## src/rtl/mips_prog_harness.sv

```systemverilog
// mips_prog_harness
//   Program-load and result-check controller for the MIPS32 pipeline.
//   Streams program words into processor memory with the CPU held in reset,
//   releases the CPU, waits for HLT (bounded by TIMEOUT cycles), lets the
//   pipeline drain, then reads back a table of expected words and reports
//   pass/fail together with the first mismatch.
//
// Ports
//   clk1, rst_n                 clock, synchronous active-low reset
//   start                       one-cycle pulse, begins a load (IDLE/DONE only)
//   ld_valid/ld_ready/ld_addr/ld_data/ld_last   program word stream
//   exp_valid/exp_ready/exp_addr/exp_data       expected-result table fill
//   mem_sel/mem_we/mem_addr/mem_wdata, mem_rdata   memory port (harness side)
//   cpu_rst_n, cpu_halted       processor reset / HLT retired
//   done, pass, timeout, fail_idx, fail_data, cycles   run result
module mips_prog_harness #(
  parameter int DATA_W     = 32,
  parameter int ADDR_W     = 10,
  parameter int NUM_CHECKS = 4,
  parameter int TIMEOUT    = 9000,
  parameter int DRAIN_CYC  = 4,
  parameter int CNT_W      = 16,
  localparam int IDX_W     = (NUM_CHECKS > 1) ? $clog2(NUM_CHECKS) : 1
) (
  input  logic              clk1,
  input  logic              rst_n,
  input  logic              start,
  input  logic              ld_valid,
  output logic              ld_ready,
  input  logic [ADDR_W-1:0] ld_addr,
  input  logic [DATA_W-1:0] ld_data,
  input  logic              ld_last,
  input  logic              exp_valid,
  output logic              exp_ready,
  input  logic [ADDR_W-1:0] exp_addr,
  input  logic [DATA_W-1:0] exp_data,
  output logic              mem_sel,
  output logic              mem_we,
  output logic [ADDR_W-1:0] mem_addr,
  output logic [DATA_W-1:0] mem_wdata,
  input  logic [DATA_W-1:0] mem_rdata,
  output logic              cpu_rst_n,
  input  logic              cpu_halted,
  output logic              done,
  output logic              pass,
  output logic              timeout,
  output logic [IDX_W-1:0]  fail_idx,
  output logic [DATA_W-1:0] fail_data,
  output logic [CNT_W-1:0]  cycles
);

  localparam int ECNT_W = $clog2(NUM_CHECKS + 1);
  localparam int DCNT_W = (DRAIN_CYC > 1) ? $clog2(DRAIN_CYC) : 1;

  typedef enum logic [2:0] {
    S_IDLE, S_LOAD, S_RUN, S_DRAIN, S_CHECK, S_DONE
  } state_t;

  state_t              r_state;
  logic [ECNT_W-1:0]   r_exp_cnt;
  logic                r_exp_ready;
  logic                r_ld_ready;
  logic                r_cpu_rst_n;
  logic                r_mem_sel;
  logic                r_mem_we;
  logic [ADDR_W-1:0]   r_mem_addr;
  logic [DATA_W-1:0]   r_mem_wdata;
  logic                r_done;
  logic                r_pass;
  logic                r_timeout;
  logic [IDX_W-1:0]    r_fail_idx;
  logic [DATA_W-1:0]   r_fail_data;
  logic [CNT_W-1:0]    r_cycles;
  logic [IDX_W-1:0]    r_idx;
  logic                r_phase;   // 0: address on port, 1: read data valid
  logic [DCNT_W-1:0]   r_dcnt;

  logic [ADDR_W-1:0]   r_tbl_addr [NUM_CHECKS];
  logic [DATA_W-1:0]   r_tbl_data [NUM_CHECKS];

  logic                w_ld_hs;
  logic                w_exp_hs;
  logic [ECNT_W-1:0]   w_exp_cnt_nxt;
  logic                w_exp_room_nxt;
  logic                w_exp_room;
  logic [IDX_W-1:0]    w_idx_inc;
  logic                w_chk_last;

  assign w_ld_hs        = (r_state == S_LOAD) && r_ld_ready && ld_valid;
  assign w_exp_hs       = exp_valid && r_exp_ready;
  assign w_exp_cnt_nxt  = r_exp_cnt + ECNT_W'(w_exp_hs);
  assign w_exp_room_nxt = (w_exp_cnt_nxt < ECNT_W'(NUM_CHECKS));
  assign w_exp_room     = (r_exp_cnt < ECNT_W'(NUM_CHECKS));
  assign w_idx_inc      = r_idx + IDX_W'(1);
  assign w_chk_last     = ((ECNT_W'(r_idx) + ECNT_W'(1)) == r_exp_cnt);

  // Table contents need no reset: only entries below r_exp_cnt are ever used.
  always_ff @(posedge clk1) begin
    if (w_exp_hs) begin
      r_tbl_addr[r_exp_cnt[IDX_W-1:0]] <= exp_addr;
      r_tbl_data[r_exp_cnt[IDX_W-1:0]] <= exp_data;
    end
  end

  always_ff @(posedge clk1) begin
    if (!rst_n) begin
      r_state     <= S_IDLE;
      r_exp_cnt   <= '0;
      r_exp_ready <= 1'b1;
      r_ld_ready  <= 1'b0;
      r_cpu_rst_n <= 1'b0;
      r_mem_sel   <= 1'b1;
      r_mem_we    <= 1'b0;
      r_mem_addr  <= '0;
      r_mem_wdata <= '0;
      r_done      <= 1'b0;
      r_pass      <= 1'b0;
      r_timeout   <= 1'b0;
      r_fail_idx  <= '0;
      r_fail_data <= '0;
      r_cycles    <= '0;
      r_idx       <= '0;
      r_phase     <= 1'b0;
      r_dcnt      <= '0;
    end else begin
      r_mem_we <= 1'b0;
      if (w_exp_hs) r_exp_cnt <= w_exp_cnt_nxt;
      case (r_state)
        S_IDLE, S_DONE: begin
          r_exp_ready <= w_exp_room_nxt;
          if (start) begin
            r_state     <= S_LOAD;
            r_ld_ready  <= 1'b1;
            r_exp_ready <= 1'b0;
            r_done      <= 1'b0;
            r_pass      <= 1'b0;
            r_timeout   <= 1'b0;
            r_fail_idx  <= '0;
            r_fail_data <= '0;
            r_cycles    <= '0;
          end
        end
        S_LOAD: begin
          if (w_ld_hs) begin
            r_mem_we    <= 1'b1;
            r_mem_addr  <= ld_addr;
            r_mem_wdata <= ld_data;
            if (ld_last) begin
              // Last write goes out in the first RUN cycle, still harness-owned.
              r_state    <= S_RUN;
              r_ld_ready <= 1'b0;
            end
          end
        end
        S_RUN: begin
          if (!r_cpu_rst_n) begin
            r_cpu_rst_n <= 1'b1;
            r_mem_sel   <= 1'b0;
          end else if (cpu_halted) begin
            // Halt takes priority over the timeout limit; cycles freezes here.
            r_state <= S_DRAIN;
            r_dcnt  <= '0;
          end else if (r_cycles == CNT_W'(TIMEOUT - 1)) begin
            r_state     <= S_DONE;
            r_timeout   <= 1'b1;
            r_pass      <= 1'b0;
            r_done      <= 1'b1;
            r_cpu_rst_n <= 1'b0;
            r_mem_sel   <= 1'b1;
            r_exp_ready <= w_exp_room;
          end else begin
            r_cycles <= r_cycles + CNT_W'(1);
          end
        end
        S_DRAIN: begin
          if (r_dcnt == DCNT_W'(DRAIN_CYC - 1)) begin
            r_state     <= S_CHECK;
            r_cpu_rst_n <= 1'b0;
            r_mem_sel   <= 1'b1;
            r_idx       <= '0;
            r_phase     <= 1'b0;
            // Present entry 0 now so its read data lands in the 2nd CHECK cycle.
            r_mem_addr  <= (r_exp_cnt != '0) ? r_tbl_addr[0] : '0;
          end else begin
            r_dcnt <= r_dcnt + DCNT_W'(1);
          end
        end
        S_CHECK: begin
          if (!r_phase) begin
            if (r_exp_cnt == '0) begin
              r_state     <= S_DONE;
              r_pass      <= 1'b1;
              r_done      <= 1'b1;
              r_exp_ready <= w_exp_room;
            end else begin
              r_phase <= 1'b1;
            end
          end else if (mem_rdata != r_tbl_data[r_idx]) begin
            r_state     <= S_DONE;
            r_fail_idx  <= r_idx;
            r_fail_data <= mem_rdata;
            r_pass      <= 1'b0;
            r_done      <= 1'b1;
            r_exp_ready <= w_exp_room;
          end else if (w_chk_last) begin
            r_state     <= S_DONE;
            r_pass      <= 1'b1;
            r_done      <= 1'b1;
            r_exp_ready <= w_exp_room;
          end else begin
            r_idx      <= w_idx_inc;
            r_mem_addr <= r_tbl_addr[w_idx_inc];
            r_phase    <= 1'b0;
          end
        end
        default: r_state <= S_IDLE;
      endcase
    end
  end

  assign ld_ready  = r_ld_ready;
  assign exp_ready = r_exp_ready;
  assign mem_sel   = r_mem_sel;
  assign mem_we    = r_mem_we;
  assign mem_addr  = r_mem_addr;
  assign mem_wdata = r_mem_wdata;
  assign cpu_rst_n = r_cpu_rst_n;
  assign done      = r_done;
  assign pass      = r_pass;
  assign timeout   = r_timeout;
  assign fail_idx  = r_fail_idx;
  assign fail_data = r_fail_data;
  assign cycles    = r_cycles;

endmodule

```

## config.mk

```make
export PLATFORM = sky130hd
export DESIGN_NAME = mips_prog_harness
export DESIGN_NICKNAME = d
export VERILOG_FILES = /design/src/rtl/mips_prog_harness.sv
export SDC_FILE = /design/constraint.sdc
export NUM_CORES = 1
export LEC_CHECK = 0
export ABC_AREA = 1
export CAP_MARGIN = 5
export CELL_PAD_IN_SITES_DETAIL_PLACEMENT = 1
export CELL_PAD_IN_SITES_GLOBAL_PLACEMENT = 1
export CORE_ASPECT_RATIO = 1.25
export CORE_MARGIN = 3
export CORE_UTILIZATION = 39
export CTS_BUF_LIST = sky130_fd_sc_hd__clkbuf_16
export DETAILED_ROUTE_END_ITERATION = 7
export GPL_TIMING_DRIVEN = 0
export PLACE_DENSITY_LB_ADDON = 0.05
export RECOVER_POWER = 100
export SLEW_MARGIN = 20
export SYNTH_ARGS = -nofsm -noshare
export SYNTH_HDL_FRONTEND = slang
export SYNTH_SLANG_ARGS = --single-unit
```

## constraint.sdc

```tcl
create_clock -name clk1 -period 4.95 [get_ports clk1]
set_input_delay 0.99 -clock clk1 [delete_from_list [all_inputs] [get_ports clk1]]
set_output_delay 0.99 -clock clk1 [all_outputs]
set_load 0.03 [all_outputs]
```

# Word level (Yosys, flattened, before mapping)
# Memories as Yosys holds them, arrays and structs flattened. A register that Yosys moved wholly into a read port is not among the register bits.
# Cells that the tools add are included.
# classes
n_eq_ne	28
muxes	88
addsub	5
order_cmp	2
n_reduce_logical	29
# ops
op	n
two-way mux 32 bit	3
two-way mux 16 bit	4
one-hot mux 32 bit (2 select lines)	1
two-way mux 10 bit	6
two-way mux 1 bit	37
two-way mux 3 bit	11
inequality test 32 bit	1
one-hot mux 16 bit (2 select lines)	1
one-hot mux 10 bit (3 select lines)	1
inequality test 2 bit (second input constant)	14
two-way mux 2 bit	12
adder 16 x 1 -> 16 bit (second input constant)	1
equality test 16 x 14 -> 1 bit (second input constant)	1
AND reduction 4 bit	4
one-hot mux 3 bit (5 select lines)	1
AND reduction 5 bit	3
inequality test 3 bit (second input constant)	4
one-hot mux 2 bit (2 select lines)	3
AND reduction 6 bit	2
one-hot mux 1 bit (2 select lines)	5
nonzero test 2 bit	5
one-hot mux 1 bit (3 select lines)	3
nonzero test 3 bit	3
AND reduction 2 bit	4
other kinds (15)	22
# totals
ram_bits	168
inputBits	123
regBits	111
out_inout_bits	100
mem_count	2
word_cells	172
# mem_list
memory	words	word_bits	rd	rd_ports_with_merged_regs	write_ports	line	rtl
r_tbl_data	4	32	1	1	1	79	logic [DATA_W-1:0] r_tbl_data [NUM_CHECKS];
r_tbl_addr	4	10	2	0	1	78	logic [ADDR_W-1:0] r_tbl_addr [NUM_CHECKS];

# Logic depth before layout (Yosys ltp)
# Gate-level depths: netlist (run 1).
# logic_depth
ltp_word	8
ltp_mapped	18
ltp_nobuf	16

# Least setup slack after synthesis (run 1)
# Ideal clock, no wire load.
# synth_path
path_kind	input -> register
startpoint	input port exp_valid
endpoint	memory r_tbl_addr[2][0] (enable)
path_buffers	0
setup_slack_ps	399
setup_time_ps	494
t_required_ps	4456
path_stages	2
arrival_time_ps	4057
cell_sequence	nand2_1 > nor3_1
# synth_between
elab_chain_len	3
# synth_lines
item	line	rtl
from (decl)	33	input logic exp_valid,
logical AND 1 bit	90	assign w_exp_hs = exp_valid && r_exp_ready;
two-way mux 1 bit	99	if (w_exp_hs) begin
two-way mux 1 bit (not written as such)	100	r_tbl_addr[r_exp_cnt[IDX_W-1:0]] <= exp_addr;
to (decl)	78	
# Every way passes these cells.

# Final worst setup path (run 1)
# layout_path
startpoint	input port exp_valid
endpoint	memory r_tbl_data[0][3] (enable)
# layout_between
elab_chain_len	3
# layout_lines
item	line	rtl
logical AND 1 bit	90	
two-way mux 1 bit	99	
two-way mux 1 bit (not written as such)	101	r_tbl_data[r_exp_cnt[IDX_W-1:0]] <= exp_data;
to (decl)	79	
# Every way passes these cells.

==> metrics.txt, run 1 <==
hold_buf cts 0; CTS Buffer Depth 3; Total Nets Final about 1800; routability cong. roughly 0.79; layout cells sized above 1 0.0403; most common cell after layout, fill and taps aside nand2_1; largest net degree at the start of global routing 15; htree depth 1; CP max FO 10; drt pass-1 iters 4; core area 30300 sq um; hold wc startpoint done; Pwr Total approximately 7300 uW; CP arrival between 3 and 4 ns; Synth Warn # 0; initial core utilization 0.398; minimum clock period about 3.6 ns; vias in the first global route between 10000 and 15000; most frequent cells in the layout 395 x nand2_1, 177 x nor2_1, 168 x edfxtp_1; endpoints failing hold 0; Clk pwr share 0.279; sequential fraction of the synthesis area 0.606; Switching Share 0.354; setup ws final around 1.3 ns; Synthesized Nets 1489; HP Class reg2reg; Syn Inst Count between 1000 and 1500; Syn Area/Cell ~8.9 sq um; Post-route DRC 0; CP Launch Type primary input; Synth Cell Area 12100 sq um; area share of the largest cell type after synthesis 0.418; CP Capture Type flop; I/O Buffers approximately 220; Slew @ Worst Pin between 0.9 and 1 ns; MaxCap Viol Count 0; FILL cells about 3500; Worst-Skew Late Latency 0.56 ns; crit share post-route 0.736; RSZ-0062 raised after global routing false; DRT iter0 DRCs 491; Die ar. between 30000 and 40000 sq um; post_cts resized 0; final wirelength approximately 38 mm; setup TNS 0 ns; Pleak around 0.0064 uW; # IOs 223; Cell Int Power approximately 4700 uW; Req. time, crit path 5.15 ns; Reg clk slew, reported paths about 0.060 ns; Clock Skews between 0.01 and 0.015 ns; routed len/inst about 18 um; fin util 0.520; power per cell area 466 nW/um^2; FF+latch count, synth approximately 280; area grow syn2layout 30.5%; Slew headroom 0.372; # rows 71; Netlist cell types 38; first-pass GRT wire length 58.7 mm; DIE HEIGHT 203 um; area leader, netlist edfxtp_1; CTS sink cnt 281; post-CTS setup buffer count 0; CTS Buf Count 30; Post-Place Worst Slack approximately 1.6 ns; initial antenna violation count 4; Crit. Startpoint exp_valid; TritonCTS clock tree built; Via density about 5.0; status finished clean; Die W ~160 um; DPL Wire Length around 28 mm; count of pins over their slew limit 0; detailed-route via count a little over 10000; CP Class in2reg; switching power approximately 2600 uW; Synth area leaders edfxtp_1 42%, dfxtp_1 19%, nand2_1 12%; CTS root buf clkbuf_16; fmax 0.274 GHz; Total GRT Usage 0.228; Congestion Overflow GR 0; Worst VDD drop 327 uV; sequential cell fraction of total power 0.409; Logic pwr share 0.312; final setup fails 0; ANT nets after route 0
==> logic make-up (layout without fill, tap and decap cells) <==
family / count (synthesis) / after routing / share of synthesized area
DFF: 281 / 281 / 0.606
and+or+nand+nor: 741 / 741 / 0.254
xor gates and xnor gates: 8 / 8 / 0.00581
other: 0 / 2 / 0
buffers and inverters: 173 / 475 / 0.0609
adders and majority gates: 5 / 5 / 0.00519
AOI/OAI and AO/OA: 153 / 153 / 0.0688
==> cell usage after synthesis <==
| master | n |
|---|---|
| nand4_2 | 1 |
| buf_4 | 5 |
| clkbuf_1 | 25 |
| nor2_2 | 3 |
| buf_1 | 5 |
| nor3_4 | 1 |
| inv_2 | 4 |
| nor4b_1 | 1 |
| or4_1 | 1 |
| nand3_1 | 131 |
| nor3_1 | 15 |
| xnor2_1 | 3 |
| a211oi_1 | 2 |
| o21a_1 | 1 |
| a311oi_1 | 1 |
| o32ai_1 | 8 |
| nor4_1 | 5 |
| and2_1 | 1 |
| buf_2 | 17 |
| dfxtp_1 | 113 |
| buf_6 | 6 |
| xor2_1 | 5 |
| and3_1 | 1 |
| nor2_1 | 175 |
| o21ai_0 | 59 |
| nand2_1 | 395 |
| inv_1 | 111 |
| a21oi_1 | 72 |
| o21ai_2 | 1 |
| a31oi_1 | 4 |
| nand4_1 | 7 |
| nor2_4 | 1 |
| o211ai_1 | 4 |
| a2bb2oi_1 | 1 |
| nand3b_1 | 1 |
| edfxtp_1 | 168 |
| ha_1 | 5 |
| nand3_2 | 2 |
==> per-stage QoR <==
| stage | instance area [sq um] | cells | hold WS, ns |
|---|---|---|---|
| 6_report | 15700 | 2066 | 0.457 |
| 5_1_grt | 15700 | 2065 | 0.475 |
| 4_1_cts | 15900 | 2064 | 0.463 |
| 3_5_place_dp | 15000 | 2008 | 0.455 |
| 3_3_place_gp | 14800 | 1984 | 0.439 |
| 2_1_floorplan | 12100 | 1361 | 0.440 |
==> final cells by class <==
| type | count | area (sq um) | share of cell area |
|---|---|---|---|
| diodes | 2 | 5.00 | 0.000318 |
| multi-input cells | 907 | 3990 | 0.253 |
| clock buffers | 32 | 801 | 0.0509 |
| flip-flops and latches | 281 | 7310 | 0.464 |
| well taps | 401 | 502 | 0.0319 |
| inverters | 115 | 432 | 0.0274 |
| clock inverters | 24 | 103 | 0.00652 |
| plain buffers | 58 | 299 | 0.0190 |
| repair buffers | 246 | 2310 | 0.147 |
==> path summary, 6_finish.rpt <==
check	end	slack [ns]	cells past startpoint
min reg2reg	done	0.46	2
min	done	0.46	2
max	r_tbl_data[0][3]	1.31	6
max reg2reg	fail_data[23]	1.43	16
==> worst max-delay path, stage by stage <==
cell,delay [ns]
dlygate4sd3_1,0.52
nand2_1,0.19
nor3_1,0.66
clkbuf_1,0.51
clkbuf_1,0.51
clkbuf_1,0.45
==> metal layers <==
| layer | share of wire | track usage |
|---|---|---|
| met3 | 0.057 | 0.0439 |
| met1 | 0.40 | 0.268 |
| met5 | 0.00055 | 0 |
| met4 | 0.021 | 0.0547 |
| met2 | 0.52 | 0.426 |
==> power by group through the flow <==
stage                     combinational, uW  clock [uW]  sequential [uW]
after floorplan                        1090           0             3370
after global placement                 2310           0             3070
after detailed placement               2420           0             3050
after CTS                              2440        2100             3010
after global routing                   2550        2200             3040
final                                  2290        2040             3000
==> registers in the layout (all words and copies together), names as in the netlist, 2 cells and up, named ones only <==
signal / count
r_tbl_addr: 40
fail_idx: 2
r_state: 3
r_tbl_data: 128
r_idx: 2
mem_addr: 10
fail_data: 32
r_exp_cnt: 3
r_dcnt: 2
mem_wdata: 32
cycles: 16
Note: power is estimated with default switching activity, not from simulation.
==> run 2: changes to the inputs <==
CORE_UTILIZATION = 36   (was 39)
clock period = 3.3 ns   (was 4.95 ns; I/O delays follow)
==> run 2 against run 1 <==
Net effect: count of clock-buffer cells in the layout shrank 1; power rose by 56%; core utilization fell by 3.4 points; wire length grew 3.0%; sequential share of layout area decreased by 0.66 points; critical path type unchanged; largest power group unchanged; highest routed layer is now met4.
==> metrics.txt, run 2 (synthesis results as in run 1) <==
status finished clean; Crit. Startpoint exp_valid; most common cell after layout, fill and taps aside nand2_1; DPL Wire Length 29.4 mm; crit-path max cell delay ~1.0 ns; final setup fails 0; hold_buf cts 0; max FFs per register approximately 130; layout cells sized above 1 0.0619; CTS sink cnt 281; power per cell area between 700 and 800 nW/um^2; CP Launch Type primary input; Antenna Cells 0; core area about 33000 sq um; vias in the first global route around 11000; switching power approximately 4000 uW; fin util 0.486; # IOs 223; post-CTS setup buffer count 0; Reg clk slew, reported paths approximately 0.060 ns; crit share post-route 0.917; sum of buffers and inverters on the critical path 4; Worst VDD drop about 530 uV; TritonCTS clock tree built; Die W about 170 um; htree depth 1; Cell Int Power 7430 uW; CP max stage cell nor3_1; Slew headroom 0.149; Via density around 5; Clk pwr share 0.302; routed len/inst roughly 19 um; CP top delay family buffers and inverters; Multi-input gate area between 4000 and 5000 sq um; Req. time, crit path between 3 and 4 ns; first-pass GRT wire length roughly 60 mm; hold wc startpoint done; Congestion Overflow GR 0; DRT iter0 DRCs approximately 450; Logic pwr share 0.306; Critical Path Stages 6; cells on worst reg2reg path 17; detailed-route via count approximately 10000; post_cts resized 0; Switching Share 0.350; CP arrival between 3 and 4 ns; RSZ-0062 raised after global routing false; count of pins over their slew limit 0; Post-route DRC 0; CP Capture Type flop; FILL cells roughly 3800; Pleak about 0.0066 uW; minimum clock period around 3 ns; largest net degree at the start of global routing 16; Storage cell area 7310 sq um; ANT nets after route 0; final wirelength a little under 40 mm; CTS root buf clkbuf_16; CP Class in2reg; HP Class reg2reg; fmax 0.330 GHz; MaxCap Viol Count 0; initial core utilization 0.367; # rows 74; drt pass-1 iters 4; routability cong. 0.803; CP max FO 10; DIE HEIGHT around 210 um; initial antenna violation count 0; area grow syn2layout 32.4%; Worst-Skew Late Latency 0.57 ns; endpoints failing hold 0; CTS Buf Count 31; hold path cells 2; Clock Skews 0.0251 ns; Total GRT Usage 0.215; crit path cell chain dlygate4sd3_1 > nand2_1 > nor3_1 > clkbuf_1 > buf_4 > buf_6; Area after DPL 15000 sq um; sequential cell fraction of total power 0.392; Design Area, Final 16000 sq um; Die ar. roughly 36000 sq um; CTS Buffer Depth 3; Total Nets Final 1768; Slew @ Worst Pin ~1.3 ns; I/O Buffers roughly 220; most frequent cells in the layout 395 x nand2_1, 176 x nor2_1, 168 x edfxtp_1
==> run 2: tightest hold or removal path: cells and delay by family, from the launching register on <==
family	cells	cell delay, ns
buffers and inverters	1	0.05
AOI/OAI and AO/OA	1	0.06
DFF	1	0.31
==> run 2: power groups by stage <==
| stage | clock network (uW) | registers, uW | logic [uW] |
|---|---|---|---|
| 3_5_place_dp | 0 | 4580 | 3640 |
| 4_1_cts | 3530 | 4510 | 3670 |
| 6_report | 3450 | 4490 | 3500 |
| 3_3_place_gp | 0 | 4610 | 3490 |
| 5_1_grt | 3680 | 4540 | 3860 |
| 2_1_floorplan | 0 | 5060 | 1640 |
==> run 2: cell type report <==
class / count / area share
sequential: 281 / 0.457
multi-input combinational: 907 / 0.252
timing repair buffer: 246 / 0.150
clock buffer: 31 / 0.0486
tap: 418 / 0.0327
inverter: 115 / 0.0270
buffer: 58 / 0.0190
clock inverter: 27 / 0.0143
==> run 2: worst paths after layout <==
kind | slack, ns | endpoint
max | 0.27 | r_tbl_data[0][9]
min | 0.46 | done
max reg2reg | 0.31 | fail_data[29]
min reg2reg | 0.46 | done
==> run 2: through the flow <==
step | instances | setup WS [ns] | hold slack [ns] | power [uW] | setup TNS, ns
floorplan | 1361 | -0.921 | 0.440 | 6700 | -154.65
global placement | 2001 | -4.40 | 0.446 | 8100 | -735.32
detailed placement | 2025 | 0.136 | 0.457 | 8220 | 0
CTS | 2083 | 0.358 | 0.466 | 11700 | 0
global route | 2083 | 0.119 | 0.491 | 12100 | 0
finish | 2083 | 0.273 | 0.459 | 11400 | 0
==> run 2: per-layer routing <==
layer	routed length, um	global-route usage	share of wire
met3	1680	0.0300	0.043
met5	0	0	0
met1	15900	0.250	0.41
met4	1280	0.0736	0.033
met2	20300	0.401	0.52
==> run 3: changes to the inputs <==
HOLD_SLACK_MARGIN = 0.05   (was unset)
==> results of run 3 <==
No change in the layout: final DEF, timing and power equal those of run 2.
